<file path="src/rtl/wishbone_bus_if_pkg.sv">
// Shared state encodings and data defaults for the OpenMIPS-to-Wishbone bridge.
package wishbone_bus_if_pkg;

  localparam int REG_BUS_W = 32;
  localparam logic [REG_BUS_W-1:0] ZERO_WORD = '0;

  typedef enum logic [1:0] {
    WB_IDLE       = 2'b00,
    WB_BUSY       = 2'b01,
    WB_WAIT_STALL = 2'b11
  } wb_state_e;

endpackage

</file>
<file path="src/rtl/wishbone_bus_if.sv">
// Bridges one OpenMIPS memory port (IF or MEM) to a single-beat Wishbone B3 classic master,
// stalling the pipeline until ACK, timeout or flush.
module wishbone_bus_if
  import wishbone_bus_if_pkg::*;
#(
  parameter int ADDR_W  = 32,
  parameter int DATA_W  = REG_BUS_W,
  parameter int SEL_W   = DATA_W / 8,
  parameter int TIMEOUT = 255
) (
  input  logic              clk,
  input  logic              rst,
  input  logic [5:0]        stall_i,
  input  logic              flush_i,
  input  logic              cpu_ce_i,
  input  logic [ADDR_W-1:0] cpu_addr_i,
  input  logic [DATA_W-1:0] cpu_data_i,
  input  logic              cpu_we_i,
  input  logic [SEL_W-1:0]  cpu_sel_i,
  output logic [DATA_W-1:0] cpu_data_o,
  output logic              stallreq_o,
  input  logic [DATA_W-1:0] wb_dat_i,
  input  logic              wb_ack_i,
  output logic [ADDR_W-1:0] wb_adr_o,
  output logic [DATA_W-1:0] wb_dat_o,
  output logic              wb_we_o,
  output logic [SEL_W-1:0]  wb_sel_o,
  output logic              wb_stb_o,
  output logic              wb_cyc_o,
  output logic              bus_err_o
);

  // Counter only has to reach TIMEOUT-1; with the timeout disabled it just saturates.
  localparam int CNT_W = (TIMEOUT > 2) ? $clog2(TIMEOUT) : 1;
  localparam logic [CNT_W-1:0] CNT_LAST = CNT_W'((TIMEOUT > 0) ? TIMEOUT - 1 : 0);

  wb_state_e         state;
  logic [CNT_W-1:0]  cnt;
  logic [DATA_W-1:0] rd_buf;
  logic              timeout_hit;

  assign timeout_hit = (TIMEOUT != 0) && (cnt == CNT_LAST);

  // NOTE: sequential state uses non-blocking assignments so every register samples pre-edge values.
  always_ff @(posedge clk) begin
    if (!rst) begin
      state     <= WB_IDLE;
      cnt       <= '0;
      rd_buf    <= ZERO_WORD[DATA_W-1:0];
      wb_adr_o  <= '0;
      wb_dat_o  <= '0;
      wb_we_o   <= 1'b0;
      wb_sel_o  <= '0;
      wb_stb_o  <= 1'b0;
      wb_cyc_o  <= 1'b0;
      bus_err_o <= 1'b0;
    end else begin
      bus_err_o <= 1'b0;
      unique case (state)
        WB_IDLE: begin
          if (cpu_ce_i && !flush_i) begin
            wb_adr_o <= cpu_addr_i;
            wb_dat_o <= cpu_data_i;
            wb_we_o  <= cpu_we_i;
            wb_sel_o <= cpu_sel_i;
            wb_stb_o <= 1'b1;
            wb_cyc_o <= 1'b1;
            cnt      <= '0;
            state    <= WB_BUSY;
          end
        end
        WB_BUSY: begin
          if (flush_i) begin
            wb_stb_o <= 1'b0;
            wb_cyc_o <= 1'b0;
            wb_we_o  <= 1'b0;
            state    <= WB_IDLE;
          end else if (wb_ack_i) begin
            wb_stb_o <= 1'b0;
            wb_cyc_o <= 1'b0;
            wb_we_o  <= 1'b0;
            rd_buf   <= wb_dat_i;
            state    <= (stall_i != 6'd0) ? WB_WAIT_STALL : WB_IDLE;
          end else if (timeout_hit) begin
            wb_stb_o  <= 1'b0;
            wb_cyc_o  <= 1'b0;
            wb_we_o   <= 1'b0;
            bus_err_o <= 1'b1;
            rd_buf    <= '0;
            state     <= WB_IDLE;
          end else if (cnt != '1) begin
            cnt <= cnt + 1'b1;
          end
        end
        WB_WAIT_STALL: begin
          // Data already captured; just wait for the rest of the pipeline to release.
          if (flush_i || stall_i == 6'd0) state <= WB_IDLE;
        end
        default: state <= WB_IDLE;
      endcase
    end
  end

  // NOTE: every output gets a default first so no path through the case infers a latch.
  always_comb begin
    stallreq_o = 1'b0;
    cpu_data_o = '0;
    unique case (state)
      WB_IDLE: stallreq_o = cpu_ce_i && !flush_i;
      WB_BUSY: begin
        stallreq_o = !wb_ack_i && !flush_i && !timeout_hit;
        if (wb_ack_i) cpu_data_o = wb_dat_i;
      end
      WB_WAIT_STALL: cpu_data_o = rd_buf;
      default: ;
    endcase
  end

endmodule

</file>
<file path="config.mk">
export PLATFORM = sky130hd
export DESIGN_NAME = wishbone_bus_if
export DESIGN_NICKNAME = d
export VERILOG_FILES = /design/src/rtl/wishbone_bus_if_pkg.sv /design/src/rtl/wishbone_bus_if.sv
export SDC_FILE = /design/constraint.sdc
export NUM_CORES = 1
export LEC_CHECK = 0
export ABC_AREA = 1
export CAP_MARGIN = 20
export CORE_MARGIN = 2
export CORE_UTILIZATION = 46
export CTS_CLUSTER_DIAMETER = 40
export DETAILED_ROUTE_END_ITERATION = 8
export PLACE_DENSITY_LB_ADDON = 0.12
export REMOVE_ABC_BUFFERS = 1
export SYNTH_ARGS = -nofsm -noshare
export SYNTH_HDL_FRONTEND = slang
export SYNTH_SLANG_ARGS = --single-unit
</file>
<file path="constraint.sdc">
create_clock -name clk -period 3.45 [get_ports clk]
set_input_delay 0.69 -clock clk [delete_from_list [all_inputs] [get_ports clk]]
set_output_delay 0.69 -clock clk [all_outputs]
set_load 0.02 [all_outputs]
</file>
=== Yosys cells after proc, flatten, opt, wreduce, memory -nomap -nowiden ===
Index checks and enable logic that the tools add are counted.

* Bits in registers: 113
* Input bits: 112
* Output and inout bits: 105

* $add $sub $neg: 1
* Eq/ne operators: 11
* Multiplexer cells: 26
* Bitwise logic cells: 3
* Reduce and logical (&&, ||, !) cells: 18

{| class="wikitable"
|+ Operators by type and width
! cell !! count
|-
| $mux W32 || 3
|-
| $pmux W32 S2 || 1
|-
| $mux W8 || 5
|-
| $pmux W8 S2 || 1
|-
| $mux W2 || 6
|-
| $ne A2 B2 Y1 const B || 6
|-
| $reduce_and A3 Y1 || 3
|-
| $add A8 B1 Y8 const B || 1
|-
| $eq A8 B8 Y1 const B || 1
|-
| $ne A8 B8 Y1 const B || 1
|-
| $logic_not A6 Y1 || 1
|-
| $mux W1 || 6
|-
| $pmux W1 S2 || 3
|-
| $pmux W2 S3 || 1
|-
| $reduce_and A6 Y1 || 1
|-
| $reduce_bool A6 Y1 || 1
|-
| $ne A4 B4 Y1 const B || 1
|-
| $reduce_bool A2 Y1 || 2
|-
| $reduce_or A4 Y1 || 1
|-
| $logic_and A1 B1 Y1 || 3
|-
| $logic_not A1 Y1 || 3
|-
| $not A1 Y1 || 3
|-
| $eq A2 B1 Y1 const B || 1
|-
| $eq A2 B2 Y1 const B || 1
|-
| other kinds (3) || 3
|}

=== Depth between registers and ports, before layout ===
* Depth after elaboration: 6
* Mapped depth: 10
* Gate-level depth less buffers: 10

=== Least setup slack after synthesis ===
OpenSTA, ideal clock, no wires.

* Path kind: input to output
* Start: input port wb_ack_i
* End: output port cpu_data_o[0]
* Data arrival time: 1.460 ns
* Required time: 2.760 ns
* Slack: 1.300 ns
* Stages: 5
* Path through: inv_1 -> nor2_8 -> buf_6 -> buf_4 -> a32o_1

* Cells in the longest elaborated chain, start to end: 2

{| class="wikitable"
|+ Ends and longest elaborated chain
! element !! RTL line !! source
|-
| from (decl) || wishbone_bus_if.sv:23 || <nowiki>input logic wb_ack_i,</nowiki>
|-
| $mux W32 || wishbone_bus_if.sv:112 || <nowiki>if (wb_ack_i) cpu_data_o = wb_dat_i;</nowiki>
|-
| $pmux W32 S2 || wishbone_bus_if.sv:108 || <nowiki>unique case (state)</nowiki>
|-
| to (decl) || wishbone_bus_if.sv:20 || <nowiki>output logic [DATA_W-1:0] cpu_data_o,</nowiki>
|}

No other way between the ends.

=== Worst setup path in the final report ===
* Start: input port wb_ack_i
* End: output port cpu_data_o[4]

The elaborated chain is that of the path after synthesis.

==> flow_summary.json <==
{
  "yosys_most_used_dff": "dfxtp_1",
  "reg2reg_setup_slack_ns": 1.00,
  "rows": 38,
  "slew_viol_final": 0,
  "synth_common_cells": "nor2_1, dfxtp_1, nand3_1, o21ai_1",
  "initial_core_util_pct": 46.6,
  "grt_pass1_wl_mm": 23.5,
  "crit_path_end": "cpu_data_o[4]",
  "critPathRequiredTime_ns": 2.76,
  "gp_routability_congestion": 0.824,
  "dr.pass1.iters": 5,
  "grt_max_degree": 77,
  "syn_to_final_growth_pct": 53.5,
  "drive_gt1_share_pct": 12.6,
  "drc": 0,
  "pin_count": 217,
  "syn_area_um2": 5010,
  "drt-total-wl_mm": 14.7,
  "die_h_um": 108,
  "yosys.area.top_type": "dfxtp_1",
  "cts_resized": 0,
  "yosysSeqAreaShare_pct": 45.1,
  "synth_seq_cells": 113,
  "antenna_found_initial": 1,
  "cp-end-kind": "output pin",
  "finalCritPeriodShare_pct": 92.4,
  "maxCapViolCount": 0,
  "die_w_um": 108,
  "leakage_nw": 2.74,
  "synth_edf_count": 0,
  "wire_per_inst_um": 15.5,
  "nNetsFinal": 912,
  "crit_arrival_ns": 2.50,
  "grt_pass1_vias": 4959,
  "die_area_um2": 11700,
  "synth.distinct_cells": 34,
  "hold_violations": 0,
  "track_usage_pct": 25.5,
  "start_kind": "input pin",
  "fmax_mhz": 314,
  "worst_pin_slew_ns": 0.882,
  "postRouteAntennaNets": 0,
  "period_minus_slack_ns": 3.19,
  "cts_buffers": 17,
  "rr_startpoint": "state[0]$_SDFFE_PN0P_",
  "fin_ws_ns": 0.263,
  "finalPower_w": 0.00381,
  "insertion_delay_ns": 0.51,
  "power_density_nw_per_um2": 495,
  "cts_root_buffer": "clkbuf_8",
  "via_count": 5044,
  "clock_sinks": 113,
  "cts.path.max_buffers": 2,
  "diodes": 0,
  "min_path_type": "reg2reg",
  "dp.final_hpwl_mm": 9.92,
  "clkTransAtPathRegs_ns": 0.05,
  "synth_warnings": 0,
  "setup_viol": 0,
  "ir_drop_v": 0.000377,
  "yosysMostFrequentCell": "nor2_1",
  "fin_skew_ns": 0.00535,
  "crit_type": "in2out",
  "cts_tree": "built",
  "slew_headroom_pct": 41.0,
  "synthCells": 608,
  "core_region_area_um2": 10700,
  "nFillCells": 849,
  "synth.area.top_cells": "dfxtp_1, nor2_1, a32o_1, nand3_1, nand3_2",
  "htreeDepth": 4,
  "reg2reg_to": "wb_dat_o[4]$_SDFFE_PN0P_",
  "drt_iter0_drc": 320,
  "port_buffers": 216,
  "path_max_fanout": 47,
  "crit_start": "wb_ack_i",
  "overflow": 0,
  "drt-vias-per-instance": 5.30,
  "yosysTopAreaCellShare_pct": 45.1,
  "avgSynthCellArea_um2": 8.24,
  "cts_hold_buf": 0,
  "postCtsSetupRepairBufs": 0,
  "post-place-ws_ns": 0.284,
  "rsz0062_at_grt": "false",
  "status": "finished clean",
  "tns_ns": 0,
  "rr_worst_depth": 8,
  "synthArstFlopShare_pct": 0
}
[final cells by class]
class / instances / area [um^2] / share of cell area, %
Multi-Input combinational cell: 426 / 2370 / 30.8
Sequential cell: 113 / 2260 / 29.4
Timing Repair Buffer: 225 / 2240 / 29.1
Clock buffer: 21 / 459 / 5.97
Tap cell: 140 / 175 / 2.28
Clock inverter: 11 / 135 / 1.76
Inverter: 15 / 60.1 / 0.780
[critical path, stage by stage]
cell and delay (ns):
clkdlybuf4s50_1 0.46, inv_1 0.11, nor2_8 0.18, buf_12 0.24
a32o_1 0.18, clkdlybuf4s50_1 0.60
[worst min path at each step]
stage                               startpoint                    to  cells past startpoint
after floorplan            cnt[7]$_SDFFE_PN0P_   cnt[7]$_SDFFE_PN0P_                      2
after global placement    wb_we_o$_SDFFE_PN0P_  wb_we_o$_SDFFE_PN0P_                      2
after detailed placement   cnt[7]$_SDFFE_PN0P_   cnt[7]$_SDFFE_PN0P_                      2
after CTS                  cnt[7]$_SDFFE_PN0P_   cnt[7]$_SDFFE_PN0P_                      2
after global routing      wb_we_o$_SDFFE_PN0P_  wb_we_o$_SDFFE_PN0P_                      2
final                     wb_we_o$_SDFFE_PN0P_  wb_we_o$_SDFFE_PN0P_                      2
[placed cells by master (no fill, tap or decap), types with 2 or more instances in the layout]
cell and n:
nand3_2 20, nand2_2 5, nor2_4 3, nor2_1 149
bufinv_16 3, clkbuf_16 16, o21bai_1 2, nand3_4 2
clkbuf_8 4, nor2_2 3, clkdlybuf4s50_1 215, a32o_1 32
nand3_1 57, a21oi_2 20, dfxtp_1 113, clkinvlp_4 2
ha_1 2, o21ai_0 31, inv_2 2, o21ai_1 40
a21oi_1 20, inv_1 10, nand2_1 32, buf_4 8
clkinv_2 7
[where the power goes]
part           total [W]  switching (W)  internal (W)
Sequential       0.00142      0.0000405       0.00138
Clock            0.00173       0.000583       0.00115
Combinational   0.000655       0.000338      0.000317
[state kept, by name, indices dropped and copies added (netlist names)]
| signal | count |
|---|---|
| wb_dat_o | 32 |
| bus_err_o | 1 |
| wb_sel_o | 4 |
| wb_adr_o | 32 |
| wb_cyc_o | 1 |
| cnt | 8 |
| rd_buf | 32 |
| wb_we_o | 1 |
| state | 2 |
[per-stage QoR]
stage / utilization, % / std cells / hold slack [ns] / cell area (um^2)
after global routing: 71.6 / 951 / 0.472 / 7700
after floorplan: - / 554 / 0.435 / 4690
after CTS: 71.6 / 951 / 0.465 / 7700
final: 71.6 / 951 / 0.462 / 7700
after detailed placement: 66.1 / 919 / 0.453 / 7100
after global placement: 66.1 / 919 / 0.454 / 7100
[layer usage]
layer	track usage (%)	vias up	wire length, um
met1	28.2	2366	5700
met5	0	-	13
met4	10.9	2	333
met2	43.0	186	7350
met3	10.8	29	1340
li1	-	2461	-
[cells by family after synthesis]
| family | after synthesis | synth area share [%] |
|---|---|---|
| and+or+nand+nor | 277 | 27.2 |
| AOI/OAI and AO/OA | 146 | 19.4 |
| DFF | 113 | 45.1 |
| buffers and inverters | 69 | 7.64 |
| adders and majority gates | 2 | 0.499 |
| xor gates and xnor gates | 1 | 0.175 |
Note: power is estimated with default switching activity, not from simulation.
